==> src/rtl/voice_scheduler_if.sv <==
// Bundle between the voice scheduler, its event source, the wavetable ROM and the DAC path.
// slave is the scheduler side; master is everything around it.
interface voice_scheduler_if #(
    parameter int unsigned NUM_VOICES = 8,
    parameter int unsigned PHASE_W    = 32,
    parameter int unsigned ADDR_W     = 22,
    parameter int unsigned DATA_W     = 24
);
    localparam int unsigned MIX_W = DATA_W + $clog2(NUM_VOICES);

    logic                  sample_tick;
    logic                  evt_valid;
    logic                  evt_ready;
    logic                  evt_on;
    logic [6:0]            evt_note;
    logic [PHASE_W-1:0]    evt_freq;
    logic [ADDR_W-1:0]     rom_addr;
    logic [DATA_W-1:0]     rom_data;
    logic [MIX_W-1:0]      mix_out;
    logic                  mix_valid;
    logic [NUM_VOICES-1:0] voice_active;
    logic                  steal;
    logic                  tick_overrun;

    modport master (
        output sample_tick, evt_valid, evt_on, evt_note, evt_freq, rom_data,
        input  evt_ready, rom_addr, mix_out, mix_valid, voice_active, steal, tick_overrun
    );

    modport slave (
        input  sample_tick, evt_valid, evt_on, evt_note, evt_freq, rom_data,
        output evt_ready, rom_addr, mix_out, mix_valid, voice_active, steal, tick_overrun
    );
endinterface

==> src/rtl/voice_scheduler.sv <==
// Polyphonic voice scheduler: allocates voices from note events and, per sample tick,
// walks every voice through the shared wavetable ROM port and emits one summed mix sample.
module voice_scheduler #(
    parameter int unsigned NUM_VOICES = 8,
    parameter int unsigned PHASE_W    = 32,
    parameter int unsigned ADDR_W     = 22,
    parameter int unsigned DATA_W     = 24,
    parameter int unsigned ROM_LAT    = 1
) (
    input logic              clk,
    input logic              reset,
    voice_scheduler_if.slave bus
);
    localparam int unsigned IDX_W = $clog2(NUM_VOICES);
    localparam int unsigned MIX_W = DATA_W + IDX_W;

    typedef enum logic [1:0] {IDLE, ISSUE, DRAIN} state_t;

    state_t state, state_nx;

    logic [NUM_VOICES-1:0] active;
    logic [6:0]            note  [NUM_VOICES];
    logic [PHASE_W-1:0]    freq  [NUM_VOICES];
    logic [PHASE_W-1:0]    phase [NUM_VOICES];
    logic [IDX_W-1:0]      steal_ptr;
    logic [IDX_W-1:0]      issue_idx;

    // One slot per cycle of ROM latency plus the capture cycle
    logic [ROM_LAT:0]      pipe_busy;
    logic [ROM_LAT:0]      pipe_act;
    logic [MIX_W-1:0]      acc;

    logic                  evt_ready_c;
    logic                  start;
    logic                  issue;
    logic                  finish;
    logic                  evt_fire;
    logic                  push_act;
    logic                  last_issue;

    logic                  hit;
    logic [IDX_W-1:0]      hit_idx;
    logic                  free_found;
    logic [IDX_W-1:0]      free_idx;
    logic [NUM_VOICES-1:0] match_mask;
    logic [IDX_W-1:0]      on_idx;

    assign evt_fire   = bus.evt_valid && evt_ready_c;
    assign last_issue = (issue_idx == IDX_W'(NUM_VOICES - 1));
    assign push_act   = start ? active[0] : active[issue_idx];
    assign on_idx     = hit ? hit_idx : (free_found ? free_idx : steal_ptr);

    assign bus.evt_ready    = evt_ready_c;
    assign bus.voice_active = active;

    always_ff @(posedge clk or posedge reset) begin
        if (reset) begin
            state <= IDLE;
        end else begin
            state <= state_nx;
        end
    end

    always_comb begin
        state_nx = state;
        unique case (state)
            IDLE:    if (bus.sample_tick) state_nx = ISSUE;
            ISSUE:   if (last_issue) state_nx = DRAIN;
            DRAIN:   if (pipe_busy == '0) state_nx = IDLE;
            default: state_nx = IDLE;
        endcase
    end

    always_comb begin
        evt_ready_c = 1'b0;
        start       = 1'b0;
        issue       = 1'b0;
        finish      = 1'b0;
        unique case (state)
            IDLE: begin
                evt_ready_c = !bus.sample_tick;
                start       = bus.sample_tick;
            end
            ISSUE:   issue  = 1'b1;
            DRAIN:   finish = (pipe_busy == '0);
            default: ;
        endcase
    end

    // Same-note lookup doubles as the note-off clear mask
    always_comb begin
        hit        = 1'b0;
        hit_idx    = '0;
        free_found = 1'b0;
        free_idx   = '0;
        match_mask = '0;
        for (int unsigned v = 0; v < NUM_VOICES; v++) begin
            if (active[v] && (note[v] == bus.evt_note)) begin
                match_mask[v] = 1'b1;
                if (!hit) begin
                    hit     = 1'b1;
                    hit_idx = IDX_W'(v);
                end
            end
            if (!active[v] && !free_found) begin
                free_found = 1'b1;
                free_idx   = IDX_W'(v);
            end
        end
    end

    always_ff @(posedge clk or posedge reset) begin
        if (reset) begin
            active    <= '0;
            steal_ptr <= '0;
            for (int unsigned v = 0; v < NUM_VOICES; v++) begin
                note[v]  <= '0;
                freq[v]  <= '0;
                phase[v] <= '0;
            end
        end else begin
            if (finish) begin
                for (int unsigned v = 0; v < NUM_VOICES; v++) begin
                    if (active[v]) phase[v] <= phase[v] + freq[v];
                end
            end
            if (evt_fire) begin
                if (bus.evt_on) begin
                    active[on_idx] <= 1'b1;
                    note[on_idx]   <= bus.evt_note;
                    freq[on_idx]   <= bus.evt_freq;
                    phase[on_idx]  <= '0;
                    if (!hit && !free_found) steal_ptr <= steal_ptr + IDX_W'(1);
                end else begin
                    active <= active & ~match_mask;
                end
            end
        end
    end

    always_ff @(posedge clk or posedge reset) begin
        if (reset) begin
            issue_idx    <= '0;
            bus.rom_addr <= '0;
            pipe_busy    <= '0;
            pipe_act     <= '0;
            acc          <= '0;
        end else begin
            if (start) begin
                bus.rom_addr <= phase[0][PHASE_W-1 -: ADDR_W];
                issue_idx    <= IDX_W'(1);
            end else if (issue) begin
                bus.rom_addr <= phase[issue_idx][PHASE_W-1 -: ADDR_W];
                issue_idx    <= issue_idx + IDX_W'(1);
            end
            pipe_busy[0] <= start || issue;
            pipe_act[0]  <= (start || issue) && push_act;
            for (int unsigned i = 1; i <= ROM_LAT; i++) begin
                pipe_busy[i] <= pipe_busy[i-1];
                pipe_act[i]  <= pipe_act[i-1];
            end
            if (start) begin
                acc <= '0;
            end else if (pipe_act[ROM_LAT]) begin
                acc <= acc + MIX_W'(bus.rom_data);
            end
        end
    end

    always_ff @(posedge clk or posedge reset) begin
        if (reset) begin
            bus.mix_out      <= '0;
            bus.mix_valid    <= 1'b0;
            bus.steal        <= 1'b0;
            bus.tick_overrun <= 1'b0;
        end else begin
            if (finish) bus.mix_out <= acc;
            bus.mix_valid    <= finish;
            bus.steal        <= evt_fire && bus.evt_on && !hit && !free_found;
            bus.tick_overrun <= bus.sample_tick && (state != IDLE);
        end
    end
endmodule

==> src/flat_wrapper.sv <==
// flat-port wrapper written by rule: the top's interface ports become plain ports
module voice_scheduler_flat 
#(
    parameter int unsigned NUM_VOICES = 8,
    parameter int unsigned PHASE_W    = 32,
    parameter int unsigned ADDR_W     = 22,
    parameter int unsigned DATA_W     = 24,
    parameter int unsigned ROM_LAT    = 1
)
  (clk, reset, bus_sample_tick, bus_evt_valid, bus_evt_on, bus_evt_note, bus_evt_freq, bus_rom_data, bus_evt_ready, bus_rom_addr, bus_mix_out, bus_mix_valid, bus_voice_active, bus_steal, bus_tick_overrun);
  voice_scheduler_if #(.NUM_VOICES(NUM_VOICES), .PHASE_W(PHASE_W), .ADDR_W(ADDR_W), .DATA_W(DATA_W)) bus_i ();
  input logic clk;
  input logic reset;
  input wire logic [$bits(bus_i.sample_tick)-1:0] bus_sample_tick;
  input wire logic [$bits(bus_i.evt_valid)-1:0] bus_evt_valid;
  input wire logic [$bits(bus_i.evt_on)-1:0] bus_evt_on;
  input wire logic [$bits(bus_i.evt_note)-1:0] bus_evt_note;
  input wire logic [$bits(bus_i.evt_freq)-1:0] bus_evt_freq;
  input wire logic [$bits(bus_i.rom_data)-1:0] bus_rom_data;
  output wire logic [$bits(bus_i.evt_ready)-1:0] bus_evt_ready;
  output wire logic [$bits(bus_i.rom_addr)-1:0] bus_rom_addr;
  output wire logic [$bits(bus_i.mix_out)-1:0] bus_mix_out;
  output wire logic [$bits(bus_i.mix_valid)-1:0] bus_mix_valid;
  output wire logic [$bits(bus_i.voice_active)-1:0] bus_voice_active;
  output wire logic [$bits(bus_i.steal)-1:0] bus_steal;
  output wire logic [$bits(bus_i.tick_overrun)-1:0] bus_tick_overrun;
  assign bus_i.sample_tick = bus_sample_tick;
  assign bus_i.evt_valid = bus_evt_valid;
  assign bus_i.evt_on = bus_evt_on;
  assign bus_i.evt_note = bus_evt_note;
  assign bus_i.evt_freq = bus_evt_freq;
  assign bus_i.rom_data = bus_rom_data;
  assign bus_evt_ready = bus_i.evt_ready;
  assign bus_rom_addr = bus_i.rom_addr;
  assign bus_mix_out = bus_i.mix_out;
  assign bus_mix_valid = bus_i.mix_valid;
  assign bus_voice_active = bus_i.voice_active;
  assign bus_steal = bus_i.steal;
  assign bus_tick_overrun = bus_i.tick_overrun;
  voice_scheduler #(.NUM_VOICES(NUM_VOICES), .PHASE_W(PHASE_W), .ADDR_W(ADDR_W), .DATA_W(DATA_W), .ROM_LAT(ROM_LAT)) u_core (.clk(clk), .reset(reset), .bus(bus_i));
endmodule
==> config.mk <==
export PLATFORM = sky130hd
export DESIGN_NAME = voice_scheduler_flat
export DESIGN_NICKNAME = d
export VERILOG_FILES = /design/src/rtl/voice_scheduler_if.sv /design/src/rtl/voice_scheduler.sv /design/src/flat_wrapper.sv
export SDC_FILE = /design/constraint.sdc
export NUM_CORES = 2
export LEC_CHECK = 0
export BUFFER_PORTS_ARGS = -buffer_cell sky130_fd_sc_hd__buf_2
export CAP_MARGIN = 40
export CORE_MARGIN = 3
export CORE_UTILIZATION = 53
export CTS_CLUSTER_DIAMETER = 80
export DETAILED_ROUTE_END_ITERATION = 10
export PLACE_DENSITY = 0.7
export REMOVE_ABC_BUFFERS = 1
export SETUP_SLACK_MARGIN = 0.5
export SLEW_MARGIN = 15
export SYNTH_ARGS = -nofsm -noshare
export SYNTH_HDL_FRONTEND = slang
export SYNTH_SLANG_ARGS = --single-unit
==> constraint.sdc <==
create_clock -name clk -period 66.2 [get_ports clk]
set_input_delay 9.93 -clock clk [delete_from_list [all_inputs] [get_ports clk]]
set_output_delay 9.93 -clock clk [all_outputs]
set_load 0.02 [all_outputs]
# --- Word-level counts from Yosys, hierarchy flattened ---
# Index checks and enable logic that the tools add are counted.
classes:
  bitwise: 7
  n_eq_ne: 14
  order_cmp: 6
  shift: 0
  muxes: 86
  div_mod_pow: 0
  n_reduce_logical: 49
  addsub: 11
  multipliers: 0
ops:
  columns: ["operator", "n"]
  rows:
  - ["$mux 256", 3]
  - ["$mux 32", 11]
  - ["$add 32x32->32", 8]
  - ["$and 256x256->256", 1]
  - ["$bwmux 256", 1]
  - ["$not 256->256", 1]
  - ["$bmux 32 s3", 1]
  - ["$demux 32 s3", 1]
  - ["$mux 3", 21]
  - ["$bwmux 56", 1]
  - ["$eq 7x7->1", 8]
  - ["$mux 27", 2]
  - ["$mux 22", 2]
  - ["$mux 1", 32]
  - ["$add 27x24->27", 1]
  - ["$logic_and 1x1->1", 24]
  - ["$demux 7 s3", 1]
  - ["$logic_not 1->1", 16]
  - ["$mux 2", 5]
  - ["$and 8x8->8", 1]
  - ["$ge 4x4->1 const B", 2]
  - ["$lt 3x4->1 const B", 2]
  - ["$mux 8", 1]
  - ["$not 3->4", 2]
  - ["19 further kinds", 25]
word_totals:
  ff_bits: 667
  in_bits: 68
  ram_bits: 0
  memories: 0
  output_inout_bits: 61
  latchBits: 0
  mem_bits_ro: 0

# --- Logic depth before layout (Yosys ltp) ---
depth:
  ltp_word: 32
  depth_mapped: 15
  depth_no_buf: 13

# --- Least setup slack after synthesis ---
# OpenSTA, ideal clock, no wires.
synth_path:
  path_kind: "in2out"
  from: "input bus_sample_tick"
  to: "output bus_evt_ready"
  arrival_ns: 10.481
  path_buffers: 0
  slack_ns: 45.789
  stages: 1
  t_required_ns: 56.270
  cell_sequence: "nor3_1"
synth_between:
  elab_chain_len: 2
synth_lines:
  columns: ["item", "line_no", "text"]
  rows:
  - ["from (decl)", "flat_wrapper.sv:14", "input wire logic [$bits(bus_i.sample_tick)-1:0] bus_sample_tick;"]
  - ["$logic_not 1->1", "voice_scheduler.sv:81", "evt_ready_c = !bus.sample_tick;"]
  - ["$mux 1", "voice_scheduler.sv:79", "unique case (state)"]
  - ["to (decl)", "flat_wrapper.sv:20", "output wire logic [$bits(bus_i.evt_ready)-1:0] bus_evt_ready;"]
# Every way passes these cells.

# --- Worst setup path in the final report ---
# Ends and elaborated chain as after synthesis.

==> flow_summary.ini <==
[critical_path]
rr_endpoint = u_core.phase[63]
cp.depth = 3
critical_path_arrival_ps = 10550
crit_path_frequent_cell = sky130_fd_sc_hd__buf_2
critPathTopFamily = buffers and inverters
rrSetupSlack_ps = 62430
criticalPathCategory = input port to output pin
regToRegStartpoint = u_core.phase[33]
startpoint_type = input port
setup.worst_path.end_class = output pin
worstPathRequired_ps = 56270
critPathMaxFanout = 4
critical-path-max-stage-delay_ps = 270
critical_path.n_buffers_inverters = 2
critical_path.cell_chain = buf_2 -> nor3_1 -> buf_2
worst_path_max_delay_cell = sky130_fd_sc_hd__nor3_1
reg2regPathDepth = 11

[placement]
routabilityCongestion = 0.933
dpl-instance-area_mm2 = 0.0423
hpwlAfterDp_mm = 71.0
portBuffers = 128

[cts]
cts_tree = done
clk_pin_slew_ps = 60
tritoncts.num_buffers = 76
clock_tree.buffer_depth = 3
cts_sinks = 667
clk_latency_ps = 610
postCtsSetupRepairBufs = 0
cts_repair_resized_insts = 0
ctsHoldBuffers = 0
clockRootBuffer = sky130_fd_sc_hd__clkbuf_16
cts_h_tree_lvls = 3

[layout]
area_delta_synth_final_pct = 10.5
drive_above_1_share_pct = 17.6
layout.cell_area.non_filler_mm2 = 0.0449
finish.net_count = 4437
nFillCells = 6279

[pwr]
netSwitchingFraction_pct = 39.1
pwr_density_cell_mw_per_mm2 = 44.2
ir_worst_vdd_v = 0.0000222
cell_int_power_mw = 1.21
total_leakage_power_nw = 21.3
fin_total_pwr_mw = 1.99
power.share.combinational_pct = 47.6
pwr-share-seq_pct = 31.0
power_share_of_the_clock_group_pct = 21.4
power_switching_mw = 0.775

[worst_hold_path]
min_path_cells = 0
hold_start = u_core.pipe_act[0]
worst_hold_path_type = register to register
worst_hold_path.endpoint = u_core.pipe_act[1]

[die]
die-area_mm2 = 0.0801
initial_core_util_pct = 54.1
io-pin-count = 129
die_h_um = 283
placement_rows = 100
core-area_mm2 = 0.0752
chipWidth_um = 283

[synthesis]
synth_most_common_cell = sky130_fd_sc_hd__dfrtp_1
synth_cells = 4000
postSynth.topFlopCell = sky130_fd_sc_hd__dfrtp_1
mean_instance_size_in_the_synthesized_netlist_um2 = 10.2
post_synth_most_frequent_cells = sky130_fd_sc_hd__dfrtp_1, sky130_fd_sc_hd__a21oi_1, sky130_fd_sc_hd__nor2_1, sky130_fd_sc_hd__nand2_1, sky130_fd_sc_hd__mux2_2
ys_seq_area_share_pct = 41.0
synth_async_sr_flop_share_pct = 100
yosysTopAreaCell = sky130_fd_sc_hd__dfrtp_1
synthDominantCellAreaShare_pct = 41.0
syn-cell-area_mm2 = 0.0407
ys_ff_latch = 667
synth.yosys.warnings = 0
synth-edff-count = 0
ys_top_cells_by_area = sky130_fd_sc_hd__dfrtp_1, sky130_fd_sc_hd__ha_1, sky130_fd_sc_hd__mux2_2, sky130_fd_sc_hd__a21oi_1, sky130_fd_sc_hd__nor2_1
netlist-cell-type-count = 87

[global_route]
grt_overflow_total = 0
antenna_found_initial = 13
first_global_vias = 29900
maximum_number_of_pins_on_one_net_before_global_route_repair = 161
grt_usage_pct = 24.3
grt_pass1_wl_mm = 159

[sta]
timing.final.hold_violations = 0
worst-slew-pin-transition_ps = 936
worst_slew_margin_rel_pct = 37.6
worst_clock_skew_ps = 23.1
setup_viol_count_final = 0
setup_tns_ps = 0
finalMaxSlewViolations = 0
grt_setup_unrepaired = no
fmaxAchievable_mhz = 48.8
final.period_utilization_pct = 30.9
timing.final.crit_period_ps = 20480

[drt]
detail_route.wirelength_mm = 98.8
via_count = 30600
post_drt_via_cell_ratio = 5.92
detail_route.wl_per_cell_um = 19.1
ant_nets = 0
drt_drc_violations_left = 0
detail_route.iter0.violations = 2214
drtPass1Iterations = 6

[outcome]
result_of_the_run = complete, no violations

[job]
cap_violations = 0
-- final cells by class --
type / count / area, µm² / share of cell area, %
multi-input cells: 3096 / 23000 / 51.1
flip-flops and latches: 667 / 16700 / 37.2
clock buffers: 114 / 2270 / 5.04
well taps: 1020 / 1280 / 2.84
repair buffers: 179 / 1210 / 2.70
inverters: 65 / 251 / 0.560
clock inverters: 19 / 240 / 0.535
diodes: 6 / 15.0 / 0.0334
-- power by group through the flow --
stage / Clock [mW] / Combinational, mW / Sequential (mW)
after floorplan: 0 / 0.723 / 0.615
after global placement: 0 / 0.913 / 0.615
after detailed placement: 0 / 0.935 / 0.619
after CTS: 0.433 / 0.940 / 0.614
after global routing: 0.450 / 1.05 / 0.630
final: 0.425 / 0.944 / 0.616
-- how the worst max path moves through the flow --
stage | start | end | slack (ps)
6_report | bus_sample_tick | bus_evt_ready | 45720
4_1_cts | bus_sample_tick | bus_evt_ready | 45700
5_1_grt | bus_sample_tick | bus_evt_ready | 45660
3_5_place_dp | bus_sample_tick | bus_evt_ready | 45710
3_3_place_gp | bus_sample_tick | bus_evt_ready | 45740
2_1_floorplan | reset | u_core.acc[0] | 37580
-- sequential cells by signal, summed over array words and instances, names as in the netlist --
name	count
u_core.issue_idx	3
u_core.freq	256
u_core.bus.steal	1
u_core.phase	256
u_core.bus.voice_active	8
u_core.steal_ptr	3
u_core.note	56
u_core.bus.tick_overrun	1
u_core.bus.rom_addr	22
u_core.state	2
u_core.acc	27
u_core.pipe_act	2
u_core.pipe_busy	2
u_core.bus.mix_out	27
u_core.bus.mix_valid	1
-- cells in the final DEF (no fill, tap or decap), types with 26 or more instances in the layout --
master	n
sky130_fd_sc_hd__nor2b_1	26
sky130_fd_sc_hd__a211oi_1	54
sky130_fd_sc_hd__nand3_1	48
sky130_fd_sc_hd__mux2_2	283
sky130_fd_sc_hd__xor2_1	116
sky130_fd_sc_hd__ha_1	275
sky130_fd_sc_hd__nor2_1	364
sky130_fd_sc_hd__and3_1	36
sky130_fd_sc_hd__o21ai_0	167
sky130_fd_sc_hd__a31oi_1	35
sky130_fd_sc_hd__clkbuf_16	77
sky130_fd_sc_hd__nand2b_1	41
sky130_fd_sc_hd__inv_1	64
sky130_fd_sc_hd__mux2i_1	53
sky130_fd_sc_hd__mux4_2	46
sky130_fd_sc_hd__mux2_4	52
sky130_fd_sc_hd__buf_2	128
sky130_fd_sc_hd__nor3_1	44
sky130_fd_sc_hd__o21bai_1	42
sky130_fd_sc_hd__xnor2_1	157
sky130_fd_sc_hd__buf_4	35
sky130_fd_sc_hd__nand2_1	320
sky130_fd_sc_hd__a21oi_1	428
sky130_fd_sc_hd__dfrtp_1	665
sky130_fd_sc_hd__a21o_1	113
sky130_fd_sc_hd__o21a_1	26
-- metal layers --
layer / vias up / wire (µm) / track usage, %
li1: 14700 / - / -
met1: 15000 / 45800 / 34.5
met2: 693 / 45500 / 39.2
met3: 165 / 4880 / 3.01
met4: 0 / 2620 / 6.95
met5: - / 0 / 0
-- kinds of logic after synthesis --
| family | count (synthesis) | synth area share [%] |
|---|---|---|
| adders and majority gates | 284 | 8.90 |
| buffers and inverters | 237 | 2.61 |
| xor gates and xnor gates | 273 | 5.88 |
| DFF | 667 | 41.0 |
| muxes | 438 | 13.7 |
| and+or+nand+nor | 1045 | 11.8 |
| AOI/OAI and AO/OA | 1056 | 16.0 |
-- worst register-to-register path: stages (launching register included) --
cell                       delay (ps)
sky130_fd_sc_hd__dfrtp_1          410
sky130_fd_sc_hd__ha_1             320
sky130_fd_sc_hd__a211oi_1         290
sky130_fd_sc_hd__o211ai_1         220
sky130_fd_sc_hd__a311oi_1         520
sky130_fd_sc_hd__nor4_1           200
sky130_fd_sc_hd__o41ai_1          780
sky130_fd_sc_hd__o21ai_1          240
sky130_fd_sc_hd__nand4_1          180
sky130_fd_sc_hd__mux2i_1          250
sky130_fd_sc_hd__a21oi_1           90
sky130_fd_sc_hd__nand2b_1         130
-- per-stage QoR --
stage               utilization, %  cells  setup WS (ps)  hold WS [ps]
CTS                           59.6   5157          45700           356
finish                        59.7   5166          45720           354
global placement              56.0   5012          45740           335
global route                  59.7   5166          45660           369
floorplan                        -   3828          37580           331
detailed placement            56.3   5024          45710           340
Note: power is estimated with default switching activity, not from simulation.
